==> src/rtl/skel_pkg.sv <==
// Shared types for the thinning kernel: processing modes, FSM states
// and the width of a directional Moravec energy.
package skel_pkg;

    typedef enum logic [1:0] {
        MODE_PASS             = 2'd0,
        MODE_THIN             = 2'd1,
        MODE_THIN_KEEP_CORNER = 2'd2
    } mode_e;

    typedef enum logic [1:0] {
        IDLE,
        FILL,
        RUN,
        DRAIN
    } state_e;

    function automatic int energy_w(input int pw);
        return 2 * pw + 1;
    endfunction

endpackage

==> src/rtl/moravec_energy.sv <==
// One directional Moravec energy, (c-a)^2 + (c-b)^2, registered in stage 1
// and frozen by the stage-1 enable.
module moravec_energy
    import skel_pkg::*;
#(
    parameter int PW = 8,
    localparam int EW = energy_w(PW)
) (
    input  logic          clk,
    input  logic          rst,
    input  logic          en,
    input  logic [PW-1:0] c,
    input  logic [PW-1:0] a,
    input  logic [PW-1:0] b,
    output logic [EW-1:0] energy
);

    logic [PW-1:0]   da;
    logic [PW-1:0]   db;
    logic [2*PW-1:0] sa;
    logic [2*PW-1:0] sb;

    always_comb begin
        da = (c > a) ? c - a : a - c;
        db = (c > b) ? c - b : b - c;
        sa = {{PW{1'b0}}, da} * {{PW{1'b0}}, da};
        sb = {{PW{1'b0}}, db} * {{PW{1'b0}}, db};
    end

    always_ff @(posedge clk or posedge rst) begin
        if (rst) begin
            energy <= '0;
        end else if (en) begin
            energy <= {1'b0, sa} + {1'b0, sb};
        end
    end

endmodule

==> src/rtl/kernel_window_stream.sv <==
// Raster-stream 3x3 window builder with border / corner thinning decision;
// two line buffers, a 2-stage pipeline and valid/ready on both sides.
module kernel_window_stream
    import skel_pkg::*;
#(
    parameter int IMG_W     = 8,
    parameter int IMG_H     = 8,
    parameter int PW        = 8,
    parameter int BORDER_TH = 1,
    parameter int CORNER_TH = 0,
    localparam int CW = $clog2(IMG_W * IMG_H + 1)
) (
    input  logic          clk,
    input  logic          rst,
    input  logic [1:0]    mode,
    input  logic          in_valid,
    output logic          in_ready,
    input  logic          in_sof,
    input  logic [PW-1:0] in_data,
    output logic          out_valid,
    input  logic          out_ready,
    output logic [PW-1:0] out_data,
    output logic          out_last,
    output logic [CW-1:0] corner_cnt,
    output logic          frame_done
);

    localparam int RW = $clog2(IMG_H + 2);
    localparam int XW = $clog2(IMG_W);
    localparam int EW = energy_w(PW);
    localparam logic [RW-1:0] R_LAST = RW'(IMG_H - 1);
    localparam logic [RW-1:0] R_END  = RW'(IMG_H + 1);
    localparam logic [XW-1:0] C_LAST = XW'(IMG_W - 1);
    localparam logic [PW:0]   B_TH   = (PW + 1)'(BORDER_TH);
    localparam logic [EW-1:0] C_TH   = EW'(CORNER_TH);

    state_e state, state_n;
    logic [RW-1:0] row, cur_row, o_row;
    logic [XW-1:0] col, cur_col, o_col;
    logic [1:0]    mode_q;
    logic          stall, acc, sof_acc, inj, shift;
    logic          produce, edge_n, last_n;
    logic [PW-1:0] pix, top_rd, mid_rd;
    logic [PW-1:0] lb_top [IMG_W];
    logic [PW-1:0] lb_mid [IMG_W];
    logic [PW-1:0] t1, t2, m0, m1, m2, b1, b2;
    logic          s1_valid, s1_edge, s1_last;
    logic [EW-1:0] e_h, e_v, e_d, e_a, emin;
    logic [PW-1:0] nb [5];
    logic [PW-1:0] mx, mn, dout;
    logic          border, corner, thin, hit;
    logic [CW-1:0] cnt_q;

    assign stall      = out_valid & ~out_ready;
    assign acc        = in_valid & in_ready;
    assign sof_acc    = acc & in_sof;
    assign shift      = sof_acc | (acc & (state != IDLE)) | inj;
    assign frame_done = out_valid & out_ready & out_last;
    assign cur_row    = sof_acc ? '0 : row;
    assign cur_col    = sof_acc ? '0 : col;
    assign pix        = inj ? '0 : in_data;
    assign top_rd     = lb_top[cur_col];
    assign mid_rd     = lb_mid[cur_col];

    always_ff @(posedge clk or posedge rst) begin
        if (rst) begin
            state <= IDLE;
        end else begin
            state <= state_n;
        end
    end

    always_comb begin
        state_n = state;
        unique case (state)
            IDLE: if (sof_acc) state_n = FILL;
            FILL, RUN: begin
                if (sof_acc) begin
                    state_n = FILL;
                end else if (acc && cur_row == R_LAST && cur_col == C_LAST) begin
                    state_n = DRAIN;
                end else if (acc && cur_row == RW'(1) && cur_col == '0) begin
                    state_n = RUN;
                end
            end
            DRAIN: if (frame_done) state_n = IDLE;
        endcase
    end

    // Drain injects zeros until the position passes (IMG_H+1, 0).
    always_comb begin
        in_ready = ~rst & (state != DRAIN) & ~stall;
        inj      = (state == DRAIN) & ~stall & ~(row == R_END && col != '0);
    end

    // Output position is always the input position minus (IMG_W+1).
    always_comb begin
        o_row = cur_row - RW'(1);
        o_col = cur_col - XW'(1);
        if (cur_col == '0) begin
            o_row = cur_row - RW'(2);
            o_col = C_LAST;
        end
        produce = (cur_row >= RW'(2)) || (cur_row == RW'(1) && cur_col != '0);
        edge_n  = (o_row == '0) || (o_row == R_LAST) ||
                  (o_col == '0) || (o_col == C_LAST);
        last_n  = (o_row == R_LAST) && (o_col == C_LAST);
    end

    always_ff @(posedge clk or posedge rst) begin
        if (rst) begin
            row    <= '0;
            col    <= '0;
            mode_q <= '0;
        end else begin
            if (sof_acc) mode_q <= mode;
            if (shift) begin
                if (cur_col == C_LAST) begin
                    col <= '0;
                    row <= cur_row + RW'(1);
                end else begin
                    col <= cur_col + XW'(1);
                    row <= cur_row;
                end
            end
        end
    end

    always_ff @(posedge clk) begin
        if (shift) begin
            lb_top[cur_col] <= mid_rd;
            lb_mid[cur_col] <= pix;
            t1 <= t2;
            t2 <= top_rd;
            m0 <= m1;
            m1 <= m2;
            m2 <= mid_rd;
            b1 <= b2;
            b2 <= pix;
        end
    end

    moravec_energy #(.PW(PW)) u_e_h (
        .clk(clk), .rst(rst), .en(shift),
        .c(m2), .a(m1), .b(mid_rd), .energy(e_h)
    );
    moravec_energy #(.PW(PW)) u_e_v (
        .clk(clk), .rst(rst), .en(shift),
        .c(m2), .a(t2), .b(b2), .energy(e_v)
    );
    moravec_energy #(.PW(PW)) u_e_d (
        .clk(clk), .rst(rst), .en(shift),
        .c(m2), .a(t1), .b(pix), .energy(e_d)
    );
    moravec_energy #(.PW(PW)) u_e_a (
        .clk(clk), .rst(rst), .en(shift),
        .c(m2), .a(top_rd), .b(b1), .energy(e_a)
    );

    always_ff @(posedge clk or posedge rst) begin
        if (rst) begin
            s1_valid <= 1'b0;
            s1_edge  <= 1'b0;
            s1_last  <= 1'b0;
        end else begin
            if (!stall) s1_valid <= shift & produce;
            if (shift) begin
                s1_edge <= edge_n;
                s1_last <= last_n;
            end
        end
    end

    always_comb begin
        nb[0] = t1;
        nb[1] = m0;
        nb[2] = m1;
        nb[3] = m2;
        nb[4] = b1;
        mx = nb[0];
        mn = nb[0];
        for (int i = 1; i < 5; i++) begin
            if (nb[i] > mx) mx = nb[i];
            if (nb[i] < mn) mn = nb[i];
        end
        emin = e_h;
        if (e_v < emin) emin = e_v;
        if (e_d < emin) emin = e_d;
        if (e_a < emin) emin = e_a;
        border = {1'b0, mx - mn} >= B_TH;
        corner = emin > C_TH;
        thin   = ~s1_edge & border &
                 ((mode_q == MODE_THIN) |
                  ((mode_q == MODE_THIN_KEEP_CORNER) & ~corner));
        dout   = thin ? '0 : m1;
        hit    = s1_valid & ~s1_edge & border & corner &
                 (mode_q == MODE_THIN_KEEP_CORNER);
    end

    always_ff @(posedge clk or posedge rst) begin
        if (rst) begin
            out_valid  <= 1'b0;
            out_data   <= '0;
            out_last   <= 1'b0;
            cnt_q      <= '0;
            corner_cnt <= '0;
        end else begin
            if (sof_acc) begin
                out_valid <= 1'b0;
                out_last  <= 1'b0;
                cnt_q     <= '0;
            end else if (!stall) begin
                out_valid <= s1_valid;
                out_data  <= dout;
                out_last  <= s1_valid & s1_last;
                if (hit) cnt_q <= cnt_q + CW'(1);
            end
            if (frame_done) corner_cnt <= cnt_q;
        end
    end

endmodule
==> config.mk <==
export PLATFORM = sky130hd
export DESIGN_NAME = kernel_window_stream
export DESIGN_NICKNAME = d
export VERILOG_FILES = /design/src/rtl/skel_pkg.sv /design/src/rtl/moravec_energy.sv /design/src/rtl/kernel_window_stream.sv
export SDC_FILE = /design/constraint.sdc
export NUM_CORES = 2
export LEC_CHECK = 0
export CAP_MARGIN = 40
export CORE_AREA = 4 4 240 242
export CTS_BUF_LIST = sky130_fd_sc_hd__clkbuf_16
export DETAILED_ROUTE_END_ITERATION = 12
export DIE_AREA = 0 0 244 246
export PLACE_DENSITY = 0.79
export SLEW_MARGIN = 20
export SYNTH_ARGS = -nofsm -noshare
export SYNTH_HDL_FRONTEND = slang
export SYNTH_SLANG_ARGS = --single-unit
==> constraint.sdc <==
create_clock -name clk -period 15 [get_ports clk]
set_clock_uncertainty 0.15 [all_clocks]
set_input_delay 3 -clock clk [delete_from_list [all_inputs] [get_ports clk]]
set_output_delay 3 -clock clk [all_outputs]
set_load 0.02 [all_outputs]
; Word-level counts from Yosys, hierarchy flattened
; Memories as Yosys holds them, arrays and structs flattened.
; Cells that the tools add are included.
[totals]
inputBits = 15
out_inout_bits = 19
n_memories = 2
mem_bits_rw = 128
ff_bits = 162
elab_cells = 192
[mem_list]
columns = memory, words, width, read_ports, rd_ports_with_merged_regs, write_ports, line
row1 = lb_mid, 8, 8, 1, 0, 1, kernel_window_stream.sv:45  ; logic [PW-1:0] lb_mid [IMG_W];
row2 = lb_top, 8, 8, 1, 0, 1, kernel_window_stream.sv:44  ; logic [PW-1:0] lb_top [IMG_W];
[op_classes]
reduce_logical = 23
order_cmp = 22
multipliers = 8
n_bitwise = 29
n_mux = 42
n_eq_ne = 16
addsub = 27
[op_table]
columns = cell, n
row1 = $mux W8, 18
row2 = $sub A8 B8 Y8, 17
row3 = $mul A8 B8 Y16, 8
row4 = $gt A8 B8 Y1, 12
row5 = $add A16 B16 Y17, 4
row6 = $lt A17 B17 Y1, 3
row7 = $mux W17, 3
row8 = $lt A8 B8 Y1, 4
row9 = $mux W7, 3
row10 = $and A1 B1 Y1, 19
row11 = $gt A17 B1 Y1 const B, 1
row12 = $mux W4, 3
row13 = $mux W2, 5
row14 = $mux W3, 3
row15 = $eq A4 B3 Y1 const B, 2
row16 = $ge A8 B1 Y1 const B, 1
row17 = $add A7 B1 Y7 const B, 1
row18 = $logic_and A1 B1 Y1, 7
row19 = $not A1 Y1, 7
row20 = $eq A2 B2 Y1 const B, 3
row21 = $eq A3 B3 Y1 const B, 2
row22 = $logic_not A3 Y1, 2
row23 = $mux W1, 6
row24 = $ne A2 B2 Y1 const B, 3
row25 = 21 further kinds, 30

; Longest topological paths before layout
[logic_depth]
ltp_word = 16
mapped_depth = 57
depth_no_buf = 53

; Cells and area by module
; From an unflattened synthesis, not the netlist that was laid out.
[unflattened]
hier_cells = 3574
hier_area_um2 = 34840.9
[by_module_without_submodules]
columns = module, area_per_inst_um2, instances, cells_each, seq_area_each_um2
row1 = kernel_window_stream, 13231.4, 1, 1191, 6476.2
row2 = moravec_energy (u_e_h), 5461.5, 1, 594, 425.4
row3 = moravec_energy (u_e_v), 5403.9, 1, 590, 425.4
row4 = moravec_energy (u_e_a), 5380.2, 1, 601, 425.4
row5 = moravec_energy (u_e_d), 5363.9, 1, 598, 425.4

; Worst setup path after synthesis
; Ideal clock, no wire load.
[synth_path]
path_kind = input -> register
start = in out_ready
end = reg u_e_h.energy[15]
required_time_ns = 14.717
path_buffers = 2
arrival_time_ns = 13.422
path_slack_ns = 1.295
setup_time_ns = 0.133
stages = 48
cell_sequence = nor2b_1 -> clkbuf_1 -> nor3_1 -> nand3_1 -> nand2_1 -> inv_2 -> buf_1 -> mux4_2 -> nor2_1 -> or3_1 -> inv_1 -> ha_1 -> inv_1 -> fa_1 -> a21oi_1 -> o21bai_1 -> a21o_1 -> a21o_1 -> (+12 left out) -> fa_1 -> fa_1 -> fa_1 -> inv_1 -> fa_1 -> ha_1 -> nor2b_1 -> nor2_1 -> nor2_1 -> o21ai_0 -> a21oi_1 -> o21ai_0 -> nand2b_1 -> a21oi_1 -> o21bai_1 -> a21oi_1 -> xor2_1 -> o21ai_0
[synth_between]
elab_chain_len = 12
word_cells_on_any_way = 19
classes_between = add/sub (3) / mul (1) / order compare (1) / mux (2) / bitwise (11) / memory (1)
[synth_rtl]
columns = item, line
row1 = start: declaration, kernel_window_stream.sv:21  ; input logic out_ready,
row2 = $not A1 Y1 (*), kernel_window_stream.sv:54  ; assign stall = out_valid & ~out_ready;
row3 = $and A1 B1 Y1 (*), kernel_window_stream.sv:54
row4 = $not A1 Y1 (no source line) (*), n/a
row5 = $and A1 B1 Y1 (*), kernel_window_stream.sv:92  ; in_ready = ~rst & (state != DRAIN) & ~stall;
row6 = named net in_ready, kernel_window_stream.sv:17  ; output logic in_ready,
row7 = $and A1 B1 Y1 (*), kernel_window_stream.sv:55  ; assign acc = in_valid & in_ready;
row8 = $and A1 B1 Y1 (*), kernel_window_stream.sv:56  ; assign sof_acc = acc & in_sof;
row9 = $mux W3 (*), kernel_window_stream.sv:60  ; assign cur_col = sof_acc ? '0 : col;
row10 = $mem_v2 Z8 W8 (*), n/a
row11 = named net mid_rd[0], kernel_window_stream.sv:43  ; logic [PW-1:0] pix, top_rd, mid_rd;
row12 = $sub A8 B8 Y8 / $gt A8 B8 Y1 (equally long branches), moravec_energy.sv:25  ; db = (c > b) ? c - b : b - c;
row13 = $mux W8 (*), moravec_energy.sv:25
row14 = $mul A8 B8 Y16 (*), moravec_energy.sv:27  ; sb = {{PW{1'b0}}, db} * {{PW{1'b0}}, db};
row15 = $add A16 B16 Y17 (*), moravec_energy.sv:34  ; energy <= {1'b0, sa} + {1'b0, sb};
row16 = end signal: assignment, moravec_energy.sv:34
row17 = end: declaration, moravec_energy.sv:15  ; output logic [EW-1:0] energy
; Mark *: on every way through the listed nets, which the timed path passes. The rest lies on a longest branch.
; A chain may end at the register's enable or synchronous reset.

; Worst setup path after layout
[layout_path]
start = in out_ready
end = reg u_e_h.energy[16]
[layout_between]
elab_chain_len = 12
word_cells_on_any_way = 19
classes_between = add/sub (3) / mul (1) / order compare (1) / mux (2) / bitwise (11) / memory (1)
[layout_rtl]
columns = item, line
row1 = $not A1 Y1 (*), kernel_window_stream.sv:54
row2 = $and A1 B1 Y1 (*), kernel_window_stream.sv:54
row3 = $not A1 Y1 (no source line) (*), n/a
row4 = $and A1 B1 Y1, kernel_window_stream.sv:92
row5 = $and A1 B1 Y1, kernel_window_stream.sv:55
row6 = $and A1 B1 Y1, kernel_window_stream.sv:56
row7 = $mux W3, kernel_window_stream.sv:60
row8 = $mem_v2 Z8 W8, n/a
row9 = $sub A8 B8 Y8 / $gt A8 B8 Y1 (equally long branches), moravec_energy.sv:25
row10 = $mux W8, moravec_energy.sv:25
row11 = $mul A8 B8 Y16, moravec_energy.sv:27
row12 = $add A16 B16 Y17, moravec_energy.sv:34
; Every way passes the cells marked *; elsewhere a longest branch is shown, timed or not.

==> results.toml <==
[status]
status = "finished, final reports clean"

[setup_path]
r2r_slack_ns = 3.34
cp-endpoint = "u_e_h.energy[16]"
start_kind = "primary input"
worst-path-max-fanout = 34
cp-startpoint = "out_ready"
crit_slowest_cell = "fa_1"
r2r-end = "u_e_h.energy[16]"
rr_startpoint = "out_valid"
critPathKind = "in2reg"
worstPathRequired_ns = 15.30
rr_worst_depth = 46
arrival_ns = 14.39
cp-end-kind = "flop"
cpPeakStageDelay_ns = 0.55

[global_routing]
antenna_found_initial = 1
grt_pass1_wl_um = 132000
grt_pass1_vias = 25400
grt_overflow = 0
grt_max_degree = 85
grt_use_total = 0.273

[timing]
slew_headroom = 0.408
rsz0062_at_grt = "no"
worst_slew_pin_slew_ns = 0.864
setup_viol_count_final = 0
worst_hold_slack_ns = 0.303
timing.setup.tns_ns = 0
fmax_ghz = 0.0710
period_needed_ns = 14.09
drv_slew = 0
finalCritPeriodShare = 0.939
hold_viol_final = 0

[min_path]
min-delay-path-class = "reg2reg"
hold_path.startpoint = "b2[7]"

[final_layout]
final_cell_area_sq_um = 35800
final_common_cell = "inv_1"
final_cell_mix = "618 x inv_1, 456 x ha_1, 375 x nor2_1"
seqCellArea_sq_um = 8180
multi_input_area_sq_um = 22300
fin_nets = 4308
fin_cells = 4290
syn_to_final_growth_pct = 8.25
drive_gt1_frac = 0.0610
nFillCells = 4367

[routing]
vias_per_cell = 5.79
ant_nets = 0
wl_um = 80200
routed_wire_length_per_instance_um = 18.7
drtIter0Drc = 1957
first_pass_iters = 5
vias = 24800
drc = 0

[synthesis]
ys_seq_area_frac = 0.247
netlist-cell-type-count = 78
async_flop_share = 0.366
synth_area_sq_um = 33100
ys_warn_count = 0
synthCells = 3453
synthFlopType = "edfxtp_1"
synth_edf_count = 184
synth_nets = 4245
synth_area_per_cell_sq_um = 9.58
synth_seq_cells = 290

[floorplan]
die-area_sq_um = 60000
std_cell_rows = 86
ios = 34
die_h_um = 246
start_util = 0.600
die_w_um = 244
core_area_sq_um = 55100

[run]
drv_cap = 0

[place]
gp_congestion = 0.976
dp_hpwl_um = 63300
port_buffers = 33
placed_area_sq_um = 34700
place_inst = 4227

[cts]
clk_latency_ns = 0.60
cts.sinks = 290
tritoncts = "done"
htreeDepth = 1
cts_buffer_depth = 3
cts_buffers = 31
path_clk_slew_ns = 0.07
root_buffer = "clkbuf_16"
hold_buffers = 0
worst min-delay path by stage:
stage,end,slack [ns],depth (start not counted)
3_5_place_dp,b1[7],0.29,0
3_3_place_gp,b1[7],0.29,0
5_1_grt,b1[7],0.33,0
4_1_cts,b1[7],0.30,0
6_report,b1[7],0.30,0
2_1_floorplan,b1[7],0.28,0
synth_stat cells, drive strengths merged (5+ instances only):
| master | instances | area share |
|---|---|---|
| o22a | 5 | 0.0013 |
| mux2 | 43 | 0.015 |
| or3 | 27 | 0.0051 |
| nand4 | 34 | 0.0064 |
| o21bai | 37 | 0.0084 |
| o211ai | 5 | 0.0011 |
| nand3 | 21 | 0.0032 |
| edfxtp | 184 | 0.17 |
| mux4 | 15 | 0.010 |
| inv | 619 | 0.070 |
| or2 | 10 | 0.0019 |
| a211oi | 28 | 0.0064 |
| o31ai | 12 | 0.0027 |
| clkbuf | 67 | 0.0076 |
| a211o | 6 | 0.0016 |
| fa | 321 | 0.19 |
| dfrtp | 106 | 0.080 |
| a21oi | 226 | 0.035 |
| nor4 | 19 | 0.0036 |
| o21ai | 118 | 0.018 |
| buf | 9 | 0.0014 |
| ha | 456 | 0.17 |
| or4 | 5 | 0.0011 |
| o211a | 5 | 0.0015 |
| a21boi | 7 | 0.0016 |
| xnor2 | 76 | 0.020 |
| and3 | 17 | 0.0032 |
| a31oi | 21 | 0.0040 |
| nand2b | 29 | 0.0055 |
| a221oi | 10 | 0.0026 |
| o21a | 17 | 0.0039 |
| mux2i | 75 | 0.023 |
| a21o | 58 | 0.013 |
| nand2 | 212 | 0.024 |
| nor2 | 375 | 0.043 |
| and2 | 26 | 0.0049 |
| nor3 | 23 | 0.0036 |
| nor2b | 32 | 0.0061 |
| xor2 | 54 | 0.014 |
critical path, delay by kind of cell:
kind | cells | cell delay [ns]
and+or+nand+nor | 8 | 1.75
adders and majority gates | 8 | 3.72
AOI/OAI and AO/OA | 21 | 3.49
buffers and inverters | 7 | 1.50
xor gates and xnor gates | 2 | 0.57
muxes | 1 | 0.35
registers in the layout, summed over array words and instances (netlist names), 2 cells and up:
register / count
u_e_v.energy: 17
u_e_h.energy: 17
out_data: 8
cnt_q: 7
m0: 8
b2: 8
mode_q: 2
corner_cnt: 7
m2: 8
row: 4
state: 2
t2: 8
u_e_d.energy: 17
u_e_a.energy: 17
t1: 8
m1: 8
lb_top: 64
b1: 8
col: 3
lb_mid: 64
routing by layer:
layer	routed length [um]	global-route usage	share of wire
met1	33500	0.372	0.42
met2	38300	0.459	0.48
met3	5430	0.0367	0.068
met4	2920	0.0854	0.036
met5	0	0	0
layout make-up:
cell class / instances / area share
clock buffers: 33 / 0.0231
well taps: 748 / 0.0261
diodes: 1 / 0.0000699
flip-flops and latches: 290 / 0.229
clock inverters: 25 / 0.00741
repair buffers: 106 / 0.0260
multi-input cells: 2467 / 0.624
inverters: 620 / 0.0652
logic make-up after synthesis:
family          after synthesis  synth area share
simple gates                840             0.115
fa+ha+maj                   778             0.367
buf+inv                     696            0.0794
compound gates              586             0.109
flops                       290             0.247
mux                         133            0.0476
xor+xnor                    130            0.0344
metrics by stage:
stage	utilization	setup slack, ns
final	0.650	0.909
after global routing	0.650	0.00704
after CTS	0.649	0.765
after detailed placement	0.629	0.176
after global placement	0.626	0.433
after floorplan	-	1.29
timing repair:
item | CTS | global route
endpoints found under the setup margin | 0 | 2
setup buffers | 0 | 0
resized for setup | 0 | 1
Power is not shown: default switching activity piles up to over one toggle a cycle in this logic, so the estimate is an artifact.
